File: src/rtl/piano_pkg.sv
// Shared sizing, types and helpers for the note/voice scheduler.
package piano_pkg;

  localparam int NUM_NOTES  = 8;
  localparam int NUM_VOICES = 4;
  localparam int NOTE_W     = 3;
  localparam int AGE_W      = 8;
  localparam int VOICE_W    = $clog2(NUM_VOICES);

  typedef logic [NOTE_W-1:0]  note_idx_t;
  typedef logic [VOICE_W-1:0] voice_idx_t;
  typedef logic [AGE_W-1:0]   age_t;

  // Saturating increment so an old voice never wraps back to looking young.
  function automatic age_t age_sat_inc(input age_t a);
    return (a == {AGE_W{1'b1}}) ? a : a + age_t'(1);
  endfunction

endpackage

File: src/rtl/first_one_sel.sv
// Lowest-set-bit selector: reports whether any bit is set and the index of
// the lowest one. Shared by pending-note service and free-voice search.
module first_one_sel #(
  parameter  int W  = 8,
  localparam int IW = (W > 1) ? $clog2(W) : 1
) (
  input  logic [W-1:0]  i_vec,
  output logic          o_valid,
  output logic [IW-1:0] o_index
);

  // Scan from the top down so the last hit (lowest index) wins.
  always_comb begin
    o_valid = |i_vec;
    o_index = '0;
    for (int i = W - 1; i >= 0; i--) begin
      if (i_vec[i]) o_index = IW'(i);
    end
  end

endmodule

File: src/rtl/note_voice_scheduler.sv
// Note-to-voice scheduler: detects key edges, queues presses, services the
// lowest pending note each cycle onto the lowest free voice, and frees voices
// on release. Optional voice stealing (oldest voice takes the new note when
// all are busy) is compiled in with `define VOICE_STEAL_EN.
module note_voice_scheduler
  import piano_pkg::*;
(
  input  logic                         clk,
  input  logic                         rst_n,
  input  logic [NUM_NOTES-1:0]         key,
  output logic [NUM_VOICES-1:0]        voice_active,
  output logic [NUM_VOICES*NOTE_W-1:0] voice_note,
  output logic [NUM_NOTES-1:0]         note_en,
  output logic                         overflow
);

  logic [NUM_NOTES-1:0]  r_key_q;
  logic [NUM_NOTES-1:0]  r_pending;
  logic [NUM_VOICES-1:0] r_voice_active;
  note_idx_t             r_voice_note [NUM_VOICES];
  age_t                  r_age        [NUM_VOICES];
  logic                  r_overflow;

  logic [NUM_NOTES-1:0]  w_press;
  logic [NUM_NOTES-1:0]  w_release;
  logic [NUM_NOTES-1:0]  w_cand;
  logic [NUM_NOTES-1:0]  w_svc_onehot;
  logic [NUM_VOICES-1:0] w_clear;
  logic [NUM_VOICES-1:0] w_active_rel;
  logic [NUM_VOICES-1:0] w_free;
  logic                  w_svc_valid;
  note_idx_t             w_svc_idx;
  logic                  w_free_valid;
  voice_idx_t            w_free_idx;
  voice_idx_t            w_steal_idx;
  voice_idx_t            w_alloc_voice;
  logic                  w_alloc_valid;
  logic                  w_ovf_nxt;

  assign w_press   = key & ~r_key_q;
  assign w_release = ~key & r_key_q;

  // Releases are resolved before allocation so a freed voice can be reused
  // in the same cycle, and a release cancels a same-cycle service of its note.
  always_comb begin
    w_clear = '0;
    for (int v = 0; v < NUM_VOICES; v++) begin
      w_clear[v] = r_voice_active[v] & w_release[r_voice_note[v]];
    end
  end

  assign w_active_rel = r_voice_active & ~w_clear;
  assign w_free       = ~w_active_rel;
  assign w_cand       = (r_pending | w_press) & ~w_release;

  first_one_sel #(.W(NUM_NOTES)) u_note_sel (
    .i_vec   (w_cand),
    .o_valid (w_svc_valid),
    .o_index (w_svc_idx)
  );

  first_one_sel #(.W(NUM_VOICES)) u_voice_sel (
    .i_vec   (w_free),
    .o_valid (w_free_valid),
    .o_index (w_free_idx)
  );

  // One-hot of the note being serviced, used to retire it from pending.
  always_comb begin
    w_svc_onehot = '0;
    if (w_svc_valid) w_svc_onehot[w_svc_idx] = 1'b1;
  end

`ifdef VOICE_STEAL_EN
  age_t w_best_age;

  // Oldest voice wins; strict compare keeps the lowest index on ties.
  always_comb begin
    w_best_age  = r_age[0];
    w_steal_idx = '0;
    for (int v = 1; v < NUM_VOICES; v++) begin
      if (r_age[v] > w_best_age) begin
        w_best_age  = r_age[v];
        w_steal_idx = voice_idx_t'(v);
      end
    end
  end

  assign w_alloc_valid = w_svc_valid;
`else
  assign w_steal_idx   = '0;
  assign w_alloc_valid = w_svc_valid & w_free_valid;
`endif

  assign w_alloc_voice = w_free_valid ? w_free_idx : w_steal_idx;
  assign w_ovf_nxt     = w_svc_valid & ~w_free_valid;

  // Key history, pending queue, overflow pulse and per-voice state.
  always_ff @(posedge clk) begin
    if (!rst_n) begin
      r_key_q        <= '0;
      r_pending      <= '0;
      r_voice_active <= '0;
      r_overflow     <= 1'b0;
      for (int v = 0; v < NUM_VOICES; v++) begin
        r_voice_note[v] <= '0;
        r_age[v]        <= '0;
      end
    end else begin
      r_key_q    <= key;
      r_pending  <= w_cand & ~w_svc_onehot;
      r_overflow <= w_ovf_nxt;
      for (int v = 0; v < NUM_VOICES; v++) begin
        if (w_alloc_valid && (w_alloc_voice == voice_idx_t'(v))) begin
          r_voice_active[v] <= 1'b1;
          r_voice_note[v]   <= w_svc_idx;
          r_age[v]          <= '0;
        end else begin
          r_voice_active[v] <= w_active_rel[v];
          if (w_alloc_valid && w_active_rel[v]) r_age[v] <= age_sat_inc(r_age[v]);
        end
      end
    end
  end

  // Flatten voice notes and build the tone-generator enables.
  always_comb begin
    note_en = '0;
    for (int v = 0; v < NUM_VOICES; v++) begin
      voice_note[v*NOTE_W +: NOTE_W] = r_voice_note[v];
      if (r_voice_active[v]) note_en[r_voice_note[v]] = 1'b1;
    end
  end

  assign voice_active = r_voice_active;
  assign overflow     = r_overflow;

endmodule

File: config.mk
export PLATFORM = sky130hd
export DESIGN_NAME = note_voice_scheduler
export DESIGN_NICKNAME = d
export VERILOG_FILES = /design/src/rtl/piano_pkg.sv /design/src/rtl/first_one_sel.sv /design/src/rtl/note_voice_scheduler.sv
export SDC_FILE = /design/constraint.sdc
export NUM_CORES = 1
export LEC_CHECK = 0
export CAP_MARGIN = 20
export CORE_UTILIZATION = 45
export CTS_CLUSTER_DIAMETER = 50
export DETAILED_ROUTE_END_ITERATION = 10
export HOLD_SLACK_MARGIN = 0.12
export PLACE_DENSITY_LB_ADDON = 0.1
export SLEW_MARGIN = 20
export SYNTH_ARGS = -nofsm -noshare
export SYNTH_HDL_FRONTEND = slang
export SYNTH_SLANG_ARGS = --single-unit
File: constraint.sdc
create_clock -name clk -period 2.95 [get_ports clk]
set_clock_uncertainty 0.1 [all_clocks]
set_input_delay 0.295 -clock clk [delete_from_list [all_inputs] [get_ports clk]]
set_output_delay 0.295 -clock clk [all_outputs]
set_load 0.02 [all_outputs]
# After elaboration in Yosys (flattened, before gate mapping)
# Memories as Yosys holds them, arrays and structs flattened.
# Cells that the tools add are included.
# word_totals
output_inout_bits	25
word_cells	113
n_memories	1
mem_bits_rw	12
regBits	21
# memory_table
memory	depth	word_bits	read_ports	rd_ports_with_merged_regs	write_ports	line_no	source
r_voice_note	4	3	4	0	4	note_voice_scheduler.sv:20	note_idx_t r_voice_note [NUM_VOICES];
# op_classes
mux	57
bitwise_logic	26
reduce_logical	12
n_lt_le_gt_ge	10
eq_ne	3
# ops
op	count
8-bit two-way mux	5
3-bit two-way mux	12
8-bit AND	4
8-bit inverter	4
8-bit bitwise OR	4
1-bit two-way mux	26
3-bit by 4-bit less-than comparator with 1-bit output (second input constant)	5
1-bit demux with 3-bit select	5
3-bit by 1-bit greater-or-equal comparator with 1-bit output (second input constant)	5
1-bit binary-select mux with 3-bit select	4
2-bit two-way mux	5
1-bit logical AND	9
4-bit inverter	2
8-bit OR reduction	1
1-bit AND	6
4-bit AND	1
2-bit == test (second input constant)	2
1-bit bitwise OR	4
4-bit OR reduction	1
2-bit by 1-bit == test with 1-bit output (second input constant)	1
2-bit logical NOT	1
1-bit inverter	1

# Longest topological paths before layout
# Gate-level depths: netlist of the first run.
# depth
word_depth	19
ltp_mapped	7
depth_no_buf	6

# Modules after synthesis
# From an unflattened synthesis of the first run, not the netlist that was laid out.
# unflattened
cells_unflattened	226
area_unflattened_um2	2016.9
# by_module_without_submodules
module	cells_per_inst	area_per_inst_um2	seq_area_each_um2	n_inst
note_voice_scheduler	206	1900.6	780.7	1
first_one_sel at u_note_sel	13	81.3	0.0	1
first_one_sel at u_voice_sel	7	35.0	0.0	1

# Least setup slack after synthesis of the first run
# OpenSTA, ideal clock, no wires.
# synth_timing
kind	flip-flop to flip-flop
start	mem r_voice_note[0][1] (netlist bit)
end	mem r_voice_note[2][0] (netlist bit) (enable)
path_stages_with_launch	5
t_required_ns	2.476
path_buffers	0
setup_ns	0.374
t_arrival_ns	1.971
slack_ns	0.504
cell_sequence	edfxtp_1 > inv_2 > mux4_2 > o22a_4 > o41ai_1
# synth_rtl
item	line_no
from (decl)	note_voice_scheduler.sv:20

==> impl.org, run 1 <==
** Run status
- Status :: finished clean

** Die
- I/O pin count :: 35
- Std-Cell Rows :: 23
- Y dimension of the die :: 67.6 µm
- Horizontal die dimension :: 67.6 µm
- The core region is 4060 µm².
- The initial utilization of the core area, before any placement, comes to 0.477.
- Die Outline Area :: 4570 µm²

** Layout
- Ant diodes :: 0
- After the last flow step, the layout net total stands at 252.
- The library cell used most frequently in the layout, excluding fill and tap cells, is clkdlybuf4s50_1.
- Compared with the post-synthesis result, the final layout area differs by 26.2%.
- Final std cells w/o fill :: 293
- Leading cell types in the layout, fill and taps excluded :: clkdlybuf4s50_1 (34), dfxtp_1 (21), nand2_1 (20)
- Utilization of the core after routing :: 0.602
- Of the cells placed in the final design, the portion with a size suffix greater than 1 is 0.107.
- The finished cells cover 2440 µm².

** STA
- Final Critical Period :: 2.56 ns
- The count of final hold-check violations was 0.
- Setup violations remaining at the end of the flow were counted as 0.
- Derived from the worst setup path, the maximum achievable clock frequency is 390 MHz.
- Setup repair after global routing missed its margin :: no
- In the final timing run, aggregate negative setup slack is 0 ns.
- Of the available clock period, the critical path in the final layout requires 0.868.
- In this run the tightest slew margin relative to its limit is 0.638.
- Transition time at the pin with the least slew margin :: 0.542 ns
- Number of max-slew violations in the final report :: 0

** Worst setup path
- Crit start category :: flop
- Counting cells, the worst reg-to-reg path comes to 6.
- Of all nets on the critical path, the largest fanout is 10.
- Kind of capture point of the worst setup path :: output pin
- Data arrives at the worst endpoint at 2.17 ns.
- Required @ worst endpoint :: 2.56 ns
- In this run the critical register-to-register path is launched from r_voice_note[0][1].
- The endpoint identified for the worst register-to-register timing path is r_voice_note[3][1].
- Worst R2R Setup Slack :: 0.44 ns
- The setup path with the least slack is of type flop to output pin.

** CTS
- Number of sinks handled by clock tree synthesis :: 33
- Once the clock tree was built, the setup fixing pass inserted 0 buffers.
- Clock root buffer master :: clkbuf_8
- Clock-pin slew was measured on the worst setup and hold paths at 0.07 ns.
- At the later pin of the worst-skew pair, clock insertion delay measures 0.28 ns.
- The H-tree was split into 2 levels.
- Total of hold buffers inserted after clock tree synthesis :: 0
- The number of clock buffers added by TritonCTS is 5.
- The clock passes through at most 2 buffers.
- Clock tree from TritonCTS :: yes
- Post-CTS sizing :: 0

** Synthesis
- For this run, the number of Yosys warnings is 0.
- When the netlist entered floorplanning its net count stood at 211.
- Mapped cell area :: 1930 µm²
- Register bit total from synthesis :: 33
- Most area-consuming cells after synthesis :: dfxtp_1 (22%), edfxtp_1 (19%), mux4_2 (5.8%), nor2b_1 (4.5%), maj3_1 (4.1%)
- Number of flops mapped to enable cells by yosys :: 12
- Of the post-synthesis cell area, the dominant cell type holds 0.217.
- Of all cell types, the one taking the most synthesized area is dfxtp_1.
- Syn Area/Cell :: 9.62 µm²
- The most used flip-flop cell after synthesis is dfxtp_1.
- Synthesis produced 201 cells.
- For this run, the register share of the synthesized area comes to 0.404.
- In the synthesized netlist the async set-or-reset flop fraction comes to 0.
- Number of distinct library cells after synthesis :: 53

** Worst hold path
- Number of cells traversed by the worst hold path :: 2
- The min-delay analysis places its worst path in the category input port to flop.
- Sink of the worst hold path :: r_key_q[4]
- The worst hold path begins at key[4].

** Pwr
- Cell Pwr Density :: 483 nW/µm²
- Across the VDD grid, the largest voltage drop is 0.353 mV.
- Leakage power :: 0.858 nW

** Flow run
- Max-cap violations in this run came to 0.

** Placement
- Summing all placed instances gives a cell area of 2350 µm².
- Buffers placed on the I/O ports in this run total 34.
- Once placement completed, the tool counted placed cells totaling 285.
- HPWL after detailed placement :: 3.89 mm
- Final weighted congestion of routability-driven global placement :: 0.890

** Route
- Dividing the detail-routed wire length by the instance count gives 17.7 µm.
- Number of detailed-routing iterations run before antenna repair :: 4
- The detail route stage leaves a number of antenna-violating nets equal to 0.
- Via-to-Cell Ratio :: 5.95
- Number of DRC violations after detailed-routing iteration 0 :: 204
- In the routed design, unresolved DRC markers number 0.
- Vias :: 1744
- For this block, the routed nets add up to 5.19 mm of wire.

** Global route
- The first global-routing pass estimated 8.47 mm of wire.
- The total overflow left after global routing is 0.
- The via count of the first global-routing pass is 1708.
- Antenna violations before repair :: 0
- Pin count of the biggest net entering global routing :: 26
- In the global route stage, overall resource usage came out at 0.257.
routing by layer:
layer,global-route usage,vias up,wire length (µm)
met5,0,-,0
met4,0.141,0,95
met3,0.0625,8,283
met2,0.412,63,2560
met1,0.315,854,2240
li1,-,819,-
power breakdown:
group | switching [mW] | internal, mW | leakage (nW) | total [mW]
logic | 0.158 | 0.132 | 0.511 | 0.290
registers | 0.0487 | 0.507 | 0.303 | 0.556
clock network | 0.170 | 0.163 | 0.0439 | 0.332
total | 0.376 | 0.802 | 0.858 | 1.18
worst max path at each step:
| stage | start | end | cells after the start |
|---|---|---|---|
| final | r_voice_note[1][1] | note_en[2] | 3 |
| after global routing | r_voice_note[1][1] | note_en[2] | 3 |
| after CTS | r_voice_note[1][1] | note_en[2] | 3 |
| after detailed placement | key[5] | r_voice_note[3][0] | 7 |
| after global placement | key[5] | r_voice_note[2][1] | 6 |
| after floorplan | r_voice_note[0][1] | r_voice_note[2][0] | 4 |
final cells by class:
class	instances	area (µm²)
tap	50	62.6
clock inverter	3	17.5
sequential	33	781
timing repair buffer	39	378
multi-input combinational	148	1080
fill	343	1620
clock buffer	5	68.8
inverter	15	56.3
synthesized netlist by cell type (2+ instances only):
master	number
o211a_1	2
o21a_1	3
nand2_1	20
o221ai_1	4
and3_1	2
clkbuf_1	4
dfxtp_1	21
inv_1	14
nand2b_1	6
nand3b_1	2
nor3_1	7
and2_1	9
or3_1	2
maj3_1	8
nor2_1	17
nand3_1	2
o311ai_0	4
a31oi_1	7
a21oi_1	2
nor2b_1	14
a32oi_1	2
o22ai_1	2
edfxtp_1	12
mux4_2	5
o21ai_0	2
critical path: stages, from the launching register on:
cell and delay, ns:
edfxtp_1 0.59, inv_1 0.21, o311ai_0 0.39, clkdlybuf4s50_1 0.69
stage by stage:
step	total power, mW	worst slack [ns]	hold slack, ns
after floorplan	0.727	0.504	0.317
after global placement	0.846	0.276	0.601
after detailed placement	0.854	0.217	0.604
after CTS	1.18	0.391	0.546
after global routing	1.24	0.221	0.540
final	1.18	0.389	0.541
sequential cells by signal, summed over array words and instances, names as in the netlist:
register	flops
r_key_q	8
r_voice_note	12
overflow	1
voice_active	4
r_pending	8
cells by family (layout without fill, tap and decap cells):
family | Yosys count | after routing | share of synthesized area
other cells | 1 | 1 | 0.00194
simple gates | 90 | 90 | 0.257
buf+inv | 20 | 62 | 0.0394
compound gates | 42 | 42 | 0.179
fa+ha+maj | 8 | 8 | 0.0414
mux | 7 | 7 | 0.0770
flops | 33 | 33 | 0.404
(Power assumes the default switching activity.)
==> inputs of run 2 (changes only) <==
--- a/config.mk
+++ b/config.mk
@@ -15,3 +15,4 @@
 export SYNTH_ARGS = -nofsm -noshare
 export SYNTH_HDL_FRONTEND = slang
 export SYNTH_SLANG_ARGS = --single-unit
+export TNS_END_PERCENT = 5
==> constraint.sdc (replaced) <==
create_clock -name clk -period 2.2 [get_ports clk]
set_clock_uncertainty 0.1 [all_clocks]
set_input_delay 0.22 -clock clk [delete_from_list [all_inputs] [get_ports clk]]
set_output_delay 0.22 -clock clk [all_outputs]
set_load 0.02 [all_outputs]
==> run 2 against run 1 <==
The run now ends with setup timing left. Non-clock buffer count up 41. Critical path type is now flop to flop. Worst setup slack worse by 0.53 ns. Final area up 14%. Critical path depth up 3. Final cell count up 14%. Die area unchanged. Combinational power up 70%. Clock power up 26%. Wire length up 12%.
==> impl.org, run 2 (same netlist as run 1, synthesis figures left out) <==
** STA
- Setup repair after global routing could not meet its margin everywhere.
- The count of final hold-check violations is 0 (unchanged).
- The setup slack of the critical path after layout is -0.146 ns (-0.535 ns).
- For this run, the top clock speed supported by timing is 426 MHz.
- Final worst path period share :: 1.07
- The routed design could run at a clock period as short as 2.35 ns.
- Number of max-slew violations in the final report :: 0 (unchanged)
- Number of setup violations in the final report :: 12 (+12)

** Worst setup path
- Kind of capture point of the worst setup path :: flop
- The data arrival time of the critical path was 2.23 ns (+0.06 ns).
- The data required time at the worst endpoint is 2.08 ns (-0.48 ns).
- Worst Path Max Fanout :: 5 (-5)
- By startpoint and endpoint, the worst setup path is classified as flop to flop.
- STA classifies the critical path startpoint as a flop.
- Worst R2R Setup Slack :: -0.15 ns (-0.59 ns)

** Route
- The first-pass detailed-route iteration total came to 4 (unchanged).
- The via count came to 1912 (+9.6%).
- WL final :: 5.78 mm (+12%)
- The number of vias per cell came to 5.72 (-3.8%).
- Number of DRC violations after detailed-routing iteration 0 :: 173 (-15%)
- Average wire per standard cell :: 17.3 µm (-2.2%)
- The count of antenna-violating nets left after detailed routing is 0 (unchanged).
- Number of DRC violations after detailed routing :: 0 (unchanged)

** Die
- The area of the die was 4570 µm² (unchanged).
- The horizontal extent of the die is 67.6 µm (unchanged).
- Core Footprint :: 4060 µm² (unchanged)
- Y dimension of the die :: 67.6 µm (unchanged)
- The starting density of the core came to 0.477 (unchanged).
- I/O pin count :: 35 (unchanged)
- Std-Cell Rows :: 23 (unchanged)

** Global route
- The number of antenna violations at the first check in global routing came to 0 (unchanged).
- Pin count of the biggest net entering global routing :: 14 (-46%)
- The via count of the first global-routing pass came to 1858 (+8.8%).
- First-pass GRT wire length :: 8.94 mm (+5.6%)
- The residual overflow from global routing was 0 (unchanged).
- The overall global routing resource usage came to 0.271 (+0.0139).

** CTS
- The number of H-tree branching levels is 2 (unchanged).
- Number of setup buffers added after CTS :: 0 (unchanged)
- TritonCTS built the clock tree.
- Insertion delay to the later sink of the worst-skew pair :: 0.28 ns (about the same)
- The number of hold-repair buffers added at the cts stage came to 0 (unchanged).
- The number of sinks driven by the clock tree was 33 (unchanged).
- The cell sitting at the root of the clock tree is a clkbuf_8.
- Clock transition at path regs :: 0.07 ns (about the same)
- Clock buffer count from CTS :: 5 (unchanged)
- The maximum clock insertion buffer count is 2 (unchanged).

** Placement
- The weighted congestion at the end of routability-driven global placement came to 0.880 (-1.1%).
- HPWL after detailed placement :: 4.48 mm (+15%)
- Quantity of I/O buffers inserted on ports :: 34 (unchanged)
- Placement-stage cell area :: 2670 µm² (+14%)

** Layout
- The number of diodes added for antenna fixing came to 0 (unchanged).
- The top cell types in the final layout, fill and taps aside, are buf_4 (45), clkdlybuf4s50_1 (26), dfxtp_1 (21).
- Final cell area excluding filler cells :: 2780 µm² (+14%)
- The fill cell instance count of the final layout is 320 (-6.7%).
- Largest registers ranked by flip-flop count :: r_voice_note x12, r_key_q x8, r_pending x8
- The share of layout cells above drive strength 1 came to 0.250 (+0.143).
- From synthesis to final layout, the design area changed by 43.6%.
- Top reg by flops :: r_voice_note
- The library cell used most frequently in the layout, excluding fill and tap cells, is buf_4.
- The final layout net count was 293 (+16%).
- The flip-flop count of the largest register after layout came to 12 (unchanged).

** Run status
- Status :: finished with violations
- Failing checks :: setup timing

** Pwr
- Total power consumption of the routed design :: 1.64 mW (+40%)
- Leakage power :: 1.11 nW (+30%)
- Cell Pwr Density :: 592 nW/µm² (+23%)
- The maximum vdd drop came to 0.384 mV (+8.6%).

** Worst hold path
- The worst hold path belongs to the class input port to flop.

** Flow run
- The total of max-cap violations came to 0 (unchanged).
==> run 2: cell count changes in the layout (fill, tap and decap cells not counted), moves of 2 or more <==
cell             delta
clkinv_1            +2
clkdlybuf4s50_1     -8
dlygate4sd2_1       +6
buf_4              +40
==> run 2: stage by stage <==
stage / setup slack [ns] / instances / hold slack, ns / utilization / TNS, ns
global route: -0.208 / 334 / 0.487 / 0.685 / -2.16
detailed placement: -0.350 / 326 / 0.628 / 0.659 / -6.68
finish: -0.146 / 334 / 0.487 / 0.685 / -1.16
CTS: -0.135 / 334 / 0.486 / 0.677 / -1.07
global placement: -0.296 / 326 / 0.611 / 0.659 / -5.04
floorplan: -0.149 / 201 / 0.242 / - / -1.18
==> run 2: per-layer routing <==
layer  up-vias  routed length (µm)  GRT usage
li1        909                   -          -
met1       915                2490      0.334
met2        75                2820      0.446
met3        13                 347     0.0625
met4         0                 125      0.125
met5         -                   0          0
==> run 2: repair_timing <==
action                     in CTS  in global routing
hold endpoints to repair        0                  0
setup endpoints to repair      19                 28
cloned                          0                  0
pin swaps                       0                  3
resized for setup               8                 10
==> run 2: cell type report <==
cell class                      count  area (µm²)  area share
Clock buffer                        5        68.8      0.0248
Clock inverter                      3        12.5     0.00450
Inverter                           15        56.3      0.0203
Multi-Input combinational cell    148        1110       0.400
Sequential cell                    33         781       0.281
Tap cell                           50        62.6      0.0225
Timing Repair Buffer               80         684       0.246
==> run 2: path summary, 6_finish.rpt <==
| kind | startpoint | depth (start not counted) | endpoint |
|---|---|---|---|
| hold / removal | key[2] | 2 | r_key_q[2] |
| hold reg to reg | voice_active[3] | 3 | overflow |
| setup reg to reg | r_voice_note[0][1] | 6 | r_voice_note[3][1] |
| setup / recovery | r_voice_note[0][1] | 6 | r_voice_note[3][1] |
==> run 2: worst max-delay path, cell delays in order, from the launching register on <==
cell      delay (ns)
edfxtp_1        0.51
inv_2           0.11
mux4_2          0.53
o22a_4          0.28
a211oi_4        0.22
nand2_2         0.11
o21ai_4         0.18
==> run 2: power breakdown <==
part	switching [mW]	internal (mW)	total [mW]
clock	0.206	0.213	0.419
combinational	0.251	0.241	0.492
sequential	0.0535	0.680	0.733
==> inputs of run 3 (changes only) <==
--- a/config.mk
+++ b/config.mk
@@ -6,7 +6,7 @@
 export NUM_CORES = 1
 export LEC_CHECK = 0
 export CAP_MARGIN = 20
-export CORE_UTILIZATION = 45
+export CORE_UTILIZATION = 30
 export CTS_CLUSTER_DIAMETER = 50
 export DETAILED_ROUTE_END_ITERATION = 10
 export HOLD_SLACK_MARGIN = 0.12
==> run 3 against run 2 <==
The flow still finishes with violations (setup timing). Final area rose by 3.4%. Die area rose by 48%. Global-route usage fell by 8.5 points. Clock-buffer cell count rose by 1. Worst setup slack improved by 0.020 ns. Register-to-register slack improved by 0.02 ns. Flip-flop and latch count did not move. Highest routed layer unchanged.
==> impl.org, run 3 (same netlist as run 1, synthesis figures left out) <==
** Run status
- The flow ran to the end, but the final reports show violations.
- Failing checks :: setup timing

** Route
- The per-cell routed wire length was 15.4 µm (-11%).
- The count of antenna-violating nets left after detailed routing was 0 (unchanged).
- The total wirelength of the detailed-routed design came to 5.64 mm (-2.6%).
- Vias :: 1826 (-4.5%)
- Number of DRC violations after detailed routing :: 0 (unchanged)
- Number of DRC violations after detailed-routing iteration 0 :: 72 (-58%)
- Number of detailed-routing iterations run before antenna repair :: 4 (unchanged)
- Via-to-Cell Ratio :: 5.00 (-13%)

** CTS
- The clock-pin slew of the registers on the worst-case setup and hold paths was 0.07 ns (about the same).
- Max Buffers Root-to-Sink :: 2 (unchanged)
- Insertion delay to the later sink of the worst-skew pair :: 0.29 ns (about the same)
- The number of H-tree branching levels is 2 (unchanged).
- TritonCTS built the clock tree.
- Number of sinks handled by clock tree synthesis :: 33 (unchanged)
- Total of hold buffers inserted after clock tree synthesis :: 0 (unchanged)
- Clock root buffer master :: clkbuf_8
- The number of clock buffers inserted by TritonCTS came to 5 (unchanged).

** Layout
- The largest registers in the layout are r_voice_note x12, r_key_q x8, r_pending x8.
- The fill cell instance count of the final layout is 596 (+86%).
- Number of flip-flops under the largest register name :: 12 (unchanged)
- The share of layout cells above drive strength 1 is 0.283 (+0.0328).
- The final layout net count came to 299 (+2.0%).
- Area added between synthesis and finish :: 48.4%
- In the layout the commonest cells are buf_4 (50), clkdlybuf4s50_1 (26), dfxtp_1 (21).
- Final cell area excluding filler cells :: 2870 µm² (+3.4%)
- Most common library cell in the layout ignoring fill and taps :: buf_4
- The number of diodes added for antenna fixing came to 0 (unchanged).
- r_voice_note holds more flip-flops than any other register.

** Worst hold path
- The number of cells on the worst hold path was 2 (unchanged).
- Kind of path behind the tightest hold check :: input port to flop

** Global route
- The pin count of the biggest net entering global routing came to 14 (unchanged).
- The residual overflow from global routing was 0 (unchanged).
- The via count of the first global-routing pass came to 1720 (-7.4%).
- First-pass GRT wire length :: 9.05 mm (+1.2%)
- Antenna violations before repair :: 0 (unchanged)
- Overall routing resource usage :: 0.186 (-0.0854)

** STA
- Final critical-path setup slack :: -0.126 ns (+0.0197 ns)
- The clock period minus final worst setup slack was 2.33 ns (-0.0197 ns).
- The count of endpoints failing setup in the final report is 8 (-4).
- The share of the clock period used by the worst path came to 1.06 (-0.00896).
- Setup repair after global routing could not meet its margin everywhere.
- The highest clock rate came to 430 MHz (+0.85%).
- The count of final hold-check violations was 0 (unchanged).
- The max-slew violation count is 0 (unchanged).

** Pwr
- The overall power of the completed layout came to 1.68 mW (+2.1%).
- Worst vdd ir :: 0.317 mV (-17%)
- Leakage power :: 1.15 nW (+3.2%)
- Cell Pwr Density :: 584 nW/µm² (-1.3%)

** Die
- The area of the die was 6770 µm² (+48%).
- Horizontal die dimension :: 82.3 µm (+22%)
- The core outline area came to 6060 µm² (+49%).
- Std-Cell Rows :: 28 (+22%)
- I/O pin count :: 35 (unchanged)
- Starting density of the core :: 0.319 (-0.158)
- Y dimension of the die :: 82.3 µm (+22%)

** Worst setup path
- Number of cells on the worst reg-to-reg path :: 6 (unchanged)
- The highest fanout seen on the critical path is 4 (-1).
- The data arrival time of the critical path is 2.21 ns (-0.02 ns).
- The data required time at the worst endpoint was 2.09 ns (about the same).
- The critical path is of the flop to flop type.
- The worst setup path is captured at a flop.
- The worst setup path is launched from a flop.

** Placement
- The half-perimeter wire length after placement was 4.49 mm (+0.38%).
- The post-placement cell area came to 2740 µm² (+2.3%).
- Final weighted congestion of routability-driven global placement :: 0.861 (-2.1%)
- The count of buffers inserted at the top-level ports is 34 (unchanged).

** Flow run
- The total of max-cap violations was 0 (unchanged).
[run 3: worst paths after layout]
kind              slack, ns          startpoint                  to
setup / recovery      -0.13  r_voice_note[0][1]  r_voice_note[3][2]
setup reg to reg      -0.13  r_voice_note[0][1]  r_voice_note[3][2]
hold reg to reg        0.69        r_pending[7]        r_pending[7]
hold / removal         0.48              key[2]          r_key_q[2]
[run 3: power by group]
group / internal, mW / switching, mW / total [mW]
registers: 0.680 / 0.0447 / 0.724
clock network: 0.219 / 0.223 / 0.442
logic: 0.256 / 0.255 / 0.512
total: 1.15 / 0.523 / 1.68
[run 3: metrics by stage]
step | hold WS, ns | TNS [ns] | setup slack (ns) | utilization | cells
after floorplan | 0.242 | -1.18 | -0.149 | - | 201
after detailed placement | 0.622 | -6.01 | -0.329 | 0.451 | 355
final | 0.482 | -0.434 | -0.126 | 0.474 | 365
after global routing | 0.509 | -1.70 | -0.222 | 0.474 | 365
after global placement | 0.620 | -6.05 | -0.323 | 0.451 | 355
after CTS | 0.475 | -0.609 | -0.170 | 0.468 | 363
[run 3: final cells by class]
type | count | area, µm² | share of cell area
multi-input cells | 148 | 1130 | 0.392
flip-flops and latches | 33 | 781 | 0.272
repair buffers | 86 | 732 | 0.255
well taps | 75 | 93.8 | 0.0327
clock buffers | 6 | 72.6 | 0.0253
inverters | 15 | 56.3 | 0.0196
clock inverters | 2 | 10.0 | 0.00349
[run 3: per-layer routing]
metal,part of all wire,up-vias,wire length (µm),track usage
li1,-,916,-,-
met1,0.49,855,2750,0.259
met2,0.46,50,2590,0.287
met3,0.042,5,236,0.0429
met4,0.0091,0,51,0.0491
met5,0,-,0,0
[run 3: repair_timing]
action / 4_1_cts / 5_1_grt
resized for setup: 14 / 7
pin swaps: 4 / 2
buffers inserted: 0 / 2
endpoints found under the setup margin: 20 / 25
[run 3: worst max-delay path, cell delays in order (launching register included)]
cell and delay, ns:
edfxtp_1 0.49, inv_2 0.11, mux4_2 0.53, o22a_4 0.27, a211oi_4 0.22, nand2_2 0.12, o21ai_4 0.18
